--- config.mk ---
export PLATFORM = sky130hd
export DESIGN_NAME = level_loader
export DESIGN_NICKNAME = d
export VERILOG_FILES = /design/src/rtl/level_loader_pkg.sv /design/src/rtl/level_loader.sv
export SDC_FILE = /design/constraint.sdc
export NUM_CORES = 1
export LEC_CHECK = 0
export ABC_CLOCK_PERIOD_IN_PS = 3100
export BUFFER_PORTS_ARGS = -buffer_cell sky130_fd_sc_hd__buf_2
export CAP_MARGIN = 20
export CELL_PAD_IN_SITES_DETAIL_PLACEMENT = 0
export CELL_PAD_IN_SITES_GLOBAL_PLACEMENT = 1
export CORE_MARGIN = 2
export CORE_UTILIZATION = 39
export DETAILED_ROUTE_END_ITERATION = 6
export GPL_TIMING_DRIVEN = 0
export PLACE_DENSITY = 0.85
export SYNTH_ARGS = -nofsm -noshare
export SYNTH_HDL_FRONTEND = slang
export SYNTH_SLANG_ARGS = --single-unit
--- constraint.sdc ---
create_clock -name clock -period 3.1 [get_ports clock]
set_input_delay 0.31 -clock clock [delete_from_list [all_inputs] [get_ports clock]]
set_output_delay 0.31 -clock clock [all_outputs]
set_load 0.05 [all_outputs]
--- src/rtl/level_loader_pkg.sv ---
// Shared types and sizing for the level loader, the tile-map RAM and the renderer.
// The tile count and index width are fixed for the 32x32 map.
package level_loader_pkg;

    typedef enum logic [2:0] {
        IDLE,
        FETCH,
        CAPTURE,
        WRITE,
        FINISH
    } state_t;

    localparam int TILE_W          = 8;
    localparam int INDEX_W         = 10;
    localparam int LEVEL_W         = 3;
    localparam int ROM_ADDR_W      = 30;
    localparam int TILES_PER_LEVEL = 1024;

    // Word address of a tile: base + level*tiles + index.
    function automatic logic [ROM_ADDR_W-1:0] tile_rom_addr(
        input int                 base,
        input int                 tiles,
        input logic [LEVEL_W-1:0] lvl,
        input logic [INDEX_W-1:0] idx
    );
        return ROM_ADDR_W'(base) + ROM_ADDR_W'(lvl) * ROM_ADDR_W'(tiles) + ROM_ADDR_W'(idx);
    endfunction

endpackage

--- src/rtl/level_loader.sv ---
// Copies one tile level from the levels ROM into the tile-map RAM, one tile per 3 cycles.
// Optional feature: define LEVEL_LOADER_CHECKSUM_EN to add the mod-256 checksum port.
module level_loader
    import level_loader_pkg::*;
#(
    parameter int COLS     = 32,
    parameter int ROWS     = 32,
    parameter int LEVELS   = 8,
    parameter int ROM_BASE = 0
) (
    input  logic                  clock,
    input  logic                  reset,
    input  logic                  start,
    input  logic [LEVEL_W-1:0]    level,
    output logic                  busy,
    output logic                  done,
    output logic                  error,
    output logic                  rom_cs,
    output logic                  rom_read,
    output logic [ROM_ADDR_W-1:0] rom_address,
    input  logic [TILE_W-1:0]     rom_data,
    output logic                  map_write,
    output logic [INDEX_W-1:0]    map_address,
    output logic [TILE_W-1:0]     map_data,
    input  logic                  map_ready
`ifdef LEVEL_LOADER_CHECKSUM_EN
    ,
    output logic [TILE_W-1:0]     checksum
`endif
);

    localparam int                 TILES    = COLS * ROWS;
    localparam logic [INDEX_W-1:0] LAST_IDX = INDEX_W'(TILES - 1);

    state_t                  r_state;
    logic [LEVEL_W-1:0]      r_level;
    logic [INDEX_W-1:0]      r_index;
    logic [TILE_W-1:0]       r_hold;
    logic                    r_busy;
    logic                    r_done;
    logic                    r_error;
    logic                    r_rom_cs;
    logic [ROM_ADDR_W-1:0]   r_rom_addr;
    logic                    r_map_write;

    logic                    w_level_ok;
    logic                    w_start_accept;
    logic                    w_write_accept;

    assign w_level_ok     = int'(level) < LEVELS;
    assign w_start_accept = (r_state == IDLE) && start;
    assign w_write_accept = (r_state == WRITE) && map_ready;

    // ROM strobes and address are only ever loaded on the edge entering FETCH,
    // so they are settled well before the ROM's negedge sample.
    always_ff @(posedge clock or posedge reset) begin
        if (reset) begin
            r_state     <= IDLE;
            r_level     <= '0;
            r_index     <= '0;
            r_hold      <= '0;
            r_busy      <= 1'b0;
            r_done      <= 1'b0;
            r_error     <= 1'b0;
            r_rom_cs    <= 1'b0;
            r_rom_addr  <= '0;
            r_map_write <= 1'b0;
        end else begin
            r_done <= 1'b0;
            case (r_state)
                IDLE: begin
                    if (start) begin
                        r_level <= level;
                        r_index <= '0;
                        if (w_level_ok) begin
                            r_error    <= 1'b0;
                            r_busy     <= 1'b1;
                            r_rom_cs   <= 1'b1;
                            r_rom_addr <= tile_rom_addr(ROM_BASE, TILES, level, '0);
                            r_state    <= FETCH;
                        end else begin
                            r_error <= 1'b1;
                            r_done  <= 1'b1;
                            r_state <= FINISH;
                        end
                    end
                end
                FETCH: begin
                    r_rom_cs <= 1'b0;
                    r_state  <= CAPTURE;
                end
                CAPTURE: begin
                    r_hold      <= rom_data;
                    r_map_write <= 1'b1;
                    r_state     <= WRITE;
                end
                WRITE: begin
                    if (map_ready) begin
                        r_map_write <= 1'b0;
                        if (r_index == LAST_IDX) begin
                            r_busy  <= 1'b0;
                            r_done  <= 1'b1;
                            r_state <= FINISH;
                        end else begin
                            r_index    <= r_index + 1'b1;
                            r_rom_cs   <= 1'b1;
                            r_rom_addr <= tile_rom_addr(ROM_BASE, TILES, r_level, r_index + 1'b1);
                            r_state    <= FETCH;
                        end
                    end
                end
                FINISH: begin
                    r_state <= IDLE;
                end
                default: begin
                    r_state <= IDLE;
                end
            endcase
        end
    end

`ifdef LEVEL_LOADER_CHECKSUM_EN
    logic [TILE_W-1:0] r_checksum;

    always_ff @(posedge clock or posedge reset) begin
        if (reset) begin
            r_checksum <= '0;
        end else if (w_start_accept) begin
            r_checksum <= '0;
        end else if (w_write_accept) begin
            r_checksum <= r_checksum + r_hold;
        end
    end

    assign checksum = r_checksum;
`else
    logic w_unused_ok;
    assign w_unused_ok = w_start_accept ^ w_write_accept;
`endif

    assign busy        = r_busy;
    assign done        = r_done;
    assign error       = r_error;
    assign rom_cs      = r_rom_cs;
    assign rom_read    = r_rom_cs;
    assign rom_address = r_rom_addr;
    assign map_write   = r_map_write;
    assign map_address = r_index;
    assign map_data    = r_hold;

endmodule
==> results of run 1 <==
==> cell families after synthesis <==
group / synth area share [%]
buffers and inverters: 17.1
AOI/OAI and AO/OA: 12.0
and+or+nand+nor: 13.3
DFF: 44.4
muxes: 12.3
adders and majority gates: 0.717
other: 0.215
==> layer usage <==
metal | vias to the layer above | part of all wire (%) | GRT usage [%]
met2 | 47 | 48 | 22.0
met4 | 0 | 0.70 | 5.03
li1 | 655 | - | -
met1 | 588 | 45 | 17.5
met5 | - | 0 | 0
met3 | 4 | 6.8 | 5.13
==> metrics by stage <==
| stage | instances | worst slack (ps) | instance area [sq um] |
|---|---|---|---|
| 2_1_floorplan | 171 | 950 | 1810 |
| 3_3_place_gp | 273 | 1200 | 2120 |
| 3_5_place_dp | 274 | 1210 | 2150 |
| 4_1_cts | 282 | 1190 | 2240 |
| 5_1_grt | 282 | 1080 | 2240 |
| 6_report | 282 | 1190 | 2240 |
==> Yosys cell counts, types with 2 or more instances <==
library cell / number
nor2_1: 8
buf_6: 4
dfrtp_1: 31
nand4_1: 2
buf_4: 30
a41oi_1: 2
nand3_1: 3
mux2_2: 15
nor3_1: 4
a21oi_1: 7
a31oi_1: 7
and4_1: 2
a21o_1: 2
nand2_1: 3
mux2_4: 3
inv_1: 6
o21ai_0: 4
a211oi_1: 2
==> power groups by stage <==
stage	combinational (mW)	sequential [mW]	clock [mW]
global placement	1.54	0.696	0
CTS	1.57	0.703	0.318
detailed placement	1.56	0.707	0
floorplan	0.812	1.16	0
finish	1.55	0.700	0.307
global route	1.64	0.731	0.337
==> layout by cell type (no fill, tap or decap), types with 2 or more instances in the layout <==
cell      Yosys  layout
buf_2         1      51
dfrtp_1      31      31
buf_4        30      30
conb_1        1      18
mux2_2       15      15
nor2_1        8       8
a31oi_1       7       7
a21oi_1       7       7
inv_1         6       6
clkbuf_8      0       5
buf_6         4       4
o21ai_0       4       4
nor3_1        4       4
mux2_4        3       3
nand2_1       3       3
nand3_1       3       3
and4_1        2       2
a21o_1        2       2
a211oi_1      2       2
nand4_1       2       2
a41oi_1       2       2
==> layout make-up <==
class / instances / area (sq um) / share of cell area, %
Sequential cell: 31 / 776 / 34.7
Multi-Input combinational cell: 99 / 736 / 32.9
Timing Repair Buffer: 51 / 278 / 12.4
Buffer: 35 / 275 / 12.3
Clock buffer: 6 / 72.6 / 3.24
Tap cell: 52 / 65.1 / 2.91
Inverter: 6 / 22.5 / 1.01
Clock inverter: 2 / 12.5 / 0.559
==> registers in the layout, indices dropped and copies added, names as in the netlist <==
signal and cells:
map_write 1, busy 1, rom_cs 1, r_level 3
r_state 3, done 1, map_data 8, rom_address 4
map_address 9
==> worst max path at each step <==
stage | to | start | slack [ps]
final | rom_address[10] | map_address[0] | 1190
after global routing | rom_address[12] | map_address[0] | 1080
after floorplan | rom_address[10] | map_address[1] | 950
after CTS | rom_address[12] | map_address[0] | 1190
after detailed placement | rom_address[11] | map_address[0] | 1210
after global placement | rom_address[12] | map_address[0] | 1200
==> reports/qor.yml, run 1 <==
path_depth: 7
drive_gt1_share_pct: 52.2
cts_tree: "yes"
wirelength_mm: 3.29
cpMostUsedCell: "buf_6"
switching_share_pct: 51.4
hold_class: "in2async"
fillers: 405
crit_type: "reg2reg"
cts-root-buf: "clkbuf_8"
yosysWarnings: 0
finish.utilization_pct: 51.7
synthCells: 154
period_share_pct: 61.6
cts_setup_buffers: 0
power_mw: 2.56
track_usage_pct: 13.9
core_sq_um: 4320
area_growth_pct: 28.2
slew_headroom_pct: 57.0
syn-cell-area_sq_um: 1750
period_minus_slack_ps: 1910
crit_slowest_cell: "dfrtp_1"
yosysTopAreaCell: "dfrtp_1"
drtIter0Drc: 64
outcome: "complete, no violations"
finClkSkew_ps: 9.53
cp.required_ps: 3270
yosys-top-cells-area: "dfrtp_1 (44%), buf_4 (13%), mux2_2 (9.7%)"
vias: 1294
num_io_pins: 69
synth_top_cell_area_share_pct: 44.4
rrSetupSlack_ps: 1190
reg2reg_from: "map_address[0]"
via_per_inst: 4.59
p_comb_share_pct: 60.6
rsz0062_at_grt: "no"
synth-main-ff-cell: "dfrtp_1"
max_freq_ghz: 0.524
cts-buffers-inserted: 5
end_kind: "flip-flop"
power_frac_seq_pct: 27.4
r2r.worst_path.cells: 7
intPower_mw: 1.24
synth.ff_latch_count: 31
drc: 0
drv_cap: 0
grt_pass1_vias: 1201
arrival_ps: 2080
clock-sinks: 31
start_kind: "flip-flop"
ant_nets: 0
overflow: 0
path_cells: "ha_1 -> and4_1 -> buf_6 -> nand3_4 -> o21a_4 -> buf_6 -> mux2_4"
antenna_found_initial: 0
final_hold_viol_count: 0
die_w_um: 70.9
p_switching_mw: 1.31
avgSynthCellArea_sq_um: 11.3
cts_buffer_depth: 2
rows: 24
synth_edf_count: 0
dr.pass1.iters: 6
gp_congestion: 0.800
setup-tns-final_ps: 0
num-nets-final: 245
power_leakage_nw: 1.16
port-buffer-count: 50
ys_async_sr_fraction_pct: 100
grt_max_degree: 21
clockPowerShare_pct: 12.0
ctsHoldBuffers: 0
grt_pass1_wl_mm: 5.42
slowest_delay_ps: 430
synth_seq_area_share_pct: 44.4
slew_viol_final: 0
hold_ws_ps: 57.8
die-area_sq_um: 5030
wire_per_inst_um: 11.7
clk_pin_slew_ps: 70
critical-path-top-delay-family: "flip-flops"
start_util_pct: 40.4
antennaDiodeCount: 0
cts_max_level: 2
die_h_um: 70.9
hpwl_mm: 2.44
ys_types: 37
ctsResizeCount: 0
r2r_end: "rom_address[10]"
vdd_drop_max_mv: 0.638
worstMarginPinSlew_ps: 642
crit_fanout: 9
power_density_nw_per_um2: 1140
clkLatencyLatePin_ps: 290
setup_violations: 0
worst-path-buf-inv: 2
(Power assumes the default switching activity.)
==> run 2: changes to the inputs <==
ABC_AREA = 1   (was unset)
ABC_CLOCK_PERIOD_IN_PS = 1700   (was 3100)
CORE_UTILIZATION = 32   (was 39)
PLACE_DENSITY = 0.76   (was 0.85)
clock period = 1.7 ns   (was 3.1 ns; I/O delays follow)
==> reports/qor.yml, run 2 <==
final_cell_mix: "buf_2 (50), nand2_1 (37), buf_4 (36)"
port-buffer-count: 50  # unchanged
drtIter0Drc: 54  # -16%
start_util_pct: 33.2  # -7.1 points
arrival_ps: 1770  # -310 ps
num_io_pins: 69  # unchanged
highest_layer: "met4"
clock-sinks: 31  # unchanged
die_h_um: 79.8  # +13%
setup-tns-final_ps: 0  # unchanged
finish.utilization_pct: 44.5  # -7.3 points
rsz0062_at_grt: "no"
synth_edf_count: 0  # unchanged
worstMarginPinSlew_ps: 712  # +70.1 ps
gp_congestion: 0.805  # +0.71%
core_sq_um: 5540  # +28%
power_mw: 4.48  # +75%
cp.required_ps: 1920  # -1350 ps
antennaDiodeCount: 0  # unchanged
wirelength_mm: 3.71  # +13%
slew_headroom_pct: 52.5  # -4.5 points
syn-cell-area_sq_um: 1840  # +5.4%
ys_top_cells_by_count: "nand2_1 (37), dfrtp_1 (31), buf_4 (29)"
ys_async_sr_fraction_pct: 100  # unchanged
vdd_drop_max_mv: 1.33  # +110%
wl_met3_um: 271  # +21%
path_cells: "ha_1 -> nand2_1 -> nor2_4 -> nand4_4 -> nand2_8 -> buf_12 -> nand2_2 -> o21ai_2"
synth.ff_latch_count: 31  # unchanged
cts-buffers-inserted: 5  # unchanged
cts_tree: "yes"
largest_reg_flops: 9  # unchanged
fillers: 572  # +41%
synth_top_cell_area_share_pct: 42.1  # -2.3 points
wl_met2_mm: 1.66  # +5.5%
setup_violations: 0  # unchanged
num-nets-final: 296  # +21%
grt_max_degree: 17  # -19%
ys_types: 25  # -32%
avgSynthCellArea_sq_um: 9.30  # -18%
rows: 27  # +13%
slew_viol_final: 0  # unchanged
outcome: "finished with violations"
wirelength_met1_mm: 1.71  # +16%
cts-root-buf: "clkbuf_8"
grt_pass1_vias: 1395  # +16%
period_share_pct: 91.7  # +30 points
dr.pass1.iters: 4  # -2
drive_gt1_share_pct: 52.3  # +0.14 points
crit_fanout: 10  # +1
hpwl_mm: 2.80  # +14%
power_density_nw_per_um2: 1820  # +59%
ctsHoldBuffers: 0  # unchanged
path_depth: 8  # +1
end_kind: "flip-flop"
synth-main-ff-cell: "dfrtp_1"
reg2reg_from: "map_address[1]"
critical-path-top-delay-family: "simple AND/OR/NAND/NOR gates"
finClkSkew_ps: 2.68  # -6.85 ps
track_usage_pct: 12.7  # -1.2 points
grt_pass1_wl_mm: 6.24  # +15%
hold_class: "in2async"
clk_pin_slew_ps: 70  # about the same
layout_commonest_cell: "buf_2"
die-area_sq_um: 6370  # +27%
period_minus_slack_ps: 1560  # -350 ps
max_freq_ghz: 0.642  # +22%
r2r.worst_path.cells: 8  # +1
drc: 0  # unchanged
violations: "negative hold slack"
final_hold_viol_count: 15  # +15
cts_buffer_depth: 2  # unchanged
ant_nets: 0  # unchanged
startpoint: "map_address[1]"
slowest_delay_ps: 400  # -30 ps
crit_type: "reg2reg"
drv_cap: 0  # unchanged
yosysTopAreaCell: "dfrtp_1"
area_growth_pct: 33.9
crit_slowest_cell: "dfrtp_2"
power_leakage_nw: 1.33  # +14%
via_per_inst: 4.06  # -12%
wire_per_inst_um: 10.5  # -10%
clkLatencyLatePin_ps: 280  # about the same
cts_max_level: 2  # unchanged
yosys-top-cells-area: "dfrtp_1 (42%), buf_4 (12%), nand2_1 (7.5%)"
yosysWarnings: 0  # unchanged
hold_ws_ps: -9.89  # -67.7 ps
vias: 1433  # +11%
synthCells: 198  # +29%
antenna_found_initial: 0  # unchanged
yosysMostFrequentCell: "nand2_1"
synth_seq_area_share_pct: 42.1  # -2.3 points
die_w_um: 79.8  # +13%
overflow: 0  # unchanged
start_kind: "flip-flop"
worst-path-buf-inv: 1  # -1
run 2: cell types whose count changed after synthesis, moves of 4 or more:
cell	previous run	this run
nand3_1	3	16
inv_1	6	15
nand2_1	3	37
nand2_2	0	14
o21ai_2	0	10
o21ai_0	4	8
nor3_1	4	0
a31oi_1	7	0
mux2_2	15	8
a21oi_1	7	0
run 2: what timing repair did:
item                       in CTS  in global routing
resized for setup               0                  0
buffers inserted                0                  7
setup endpoints to repair       0                 14
run 2: metal layers:
layer  global-route usage (%)  vias up
li1                         -      755
met1                     15.7      622
met2                     20.0       50
met3                     4.07        6
met4                     6.10        0
met5                        0        -
run 2: final timing paths:
path | slack, ps | to
setup / recovery | 140 | map_address[8]
hold / removal | -10 | map_data[2]
setup reg to reg | 140 | map_address[8]
hold reg to reg | 470 | r_level[2]
max in group asynchronous | 1170 | map_address[3]
min in group clock | 110 | map_data[6]
run 2: cell type report:
cell class / count / area, sq um / share of cell area (%)
multi-input cells: 136 / 798 / 32.4
flip-flops and latches: 31 / 782 / 31.7
repair buffers: 58 / 330 / 13.4
plain buffers: 32 / 269 / 10.9
well taps: 72 / 90.1 / 3.66
clock buffers: 6 / 72.6 / 2.95
inverters: 16 / 61.3 / 2.49
clock inverters: 2 / 60.1 / 2.44
run 2: logic make-up after synthesis:
logic type / after synthesis / synth area share, %
adder cells (fa/ha/maj): 1 / 0.680
multiplexers: 9 / 5.44
buffers and inverters: 48 / 17.9
other: 1 / 0.204
flip-flops: 31 / 42.1
AO/OA/AOI/OAI: 20 / 7.82
AND/OR/NAND/NOR: 88 / 25.8
run 2: power breakdown:
group	switching, mW	internal, mW
registers	0.158	0.985
clock network	0.282	0.586
logic	1.66	0.805
run 2: per-stage QoR:
step	std cells	instance area (sq um)	hold WS, ps	setup WS [ps]
2_1_floorplan	215	1910	273	14.8
3_3_place_gp	337	2250	401	64.4
3_5_place_dp	338	2280	322	33.2
4_1_cts	346	2410	7.75	19.7
5_1_grt	353	2460	29.2	12.7
6_report	353	2460	-9.89	142
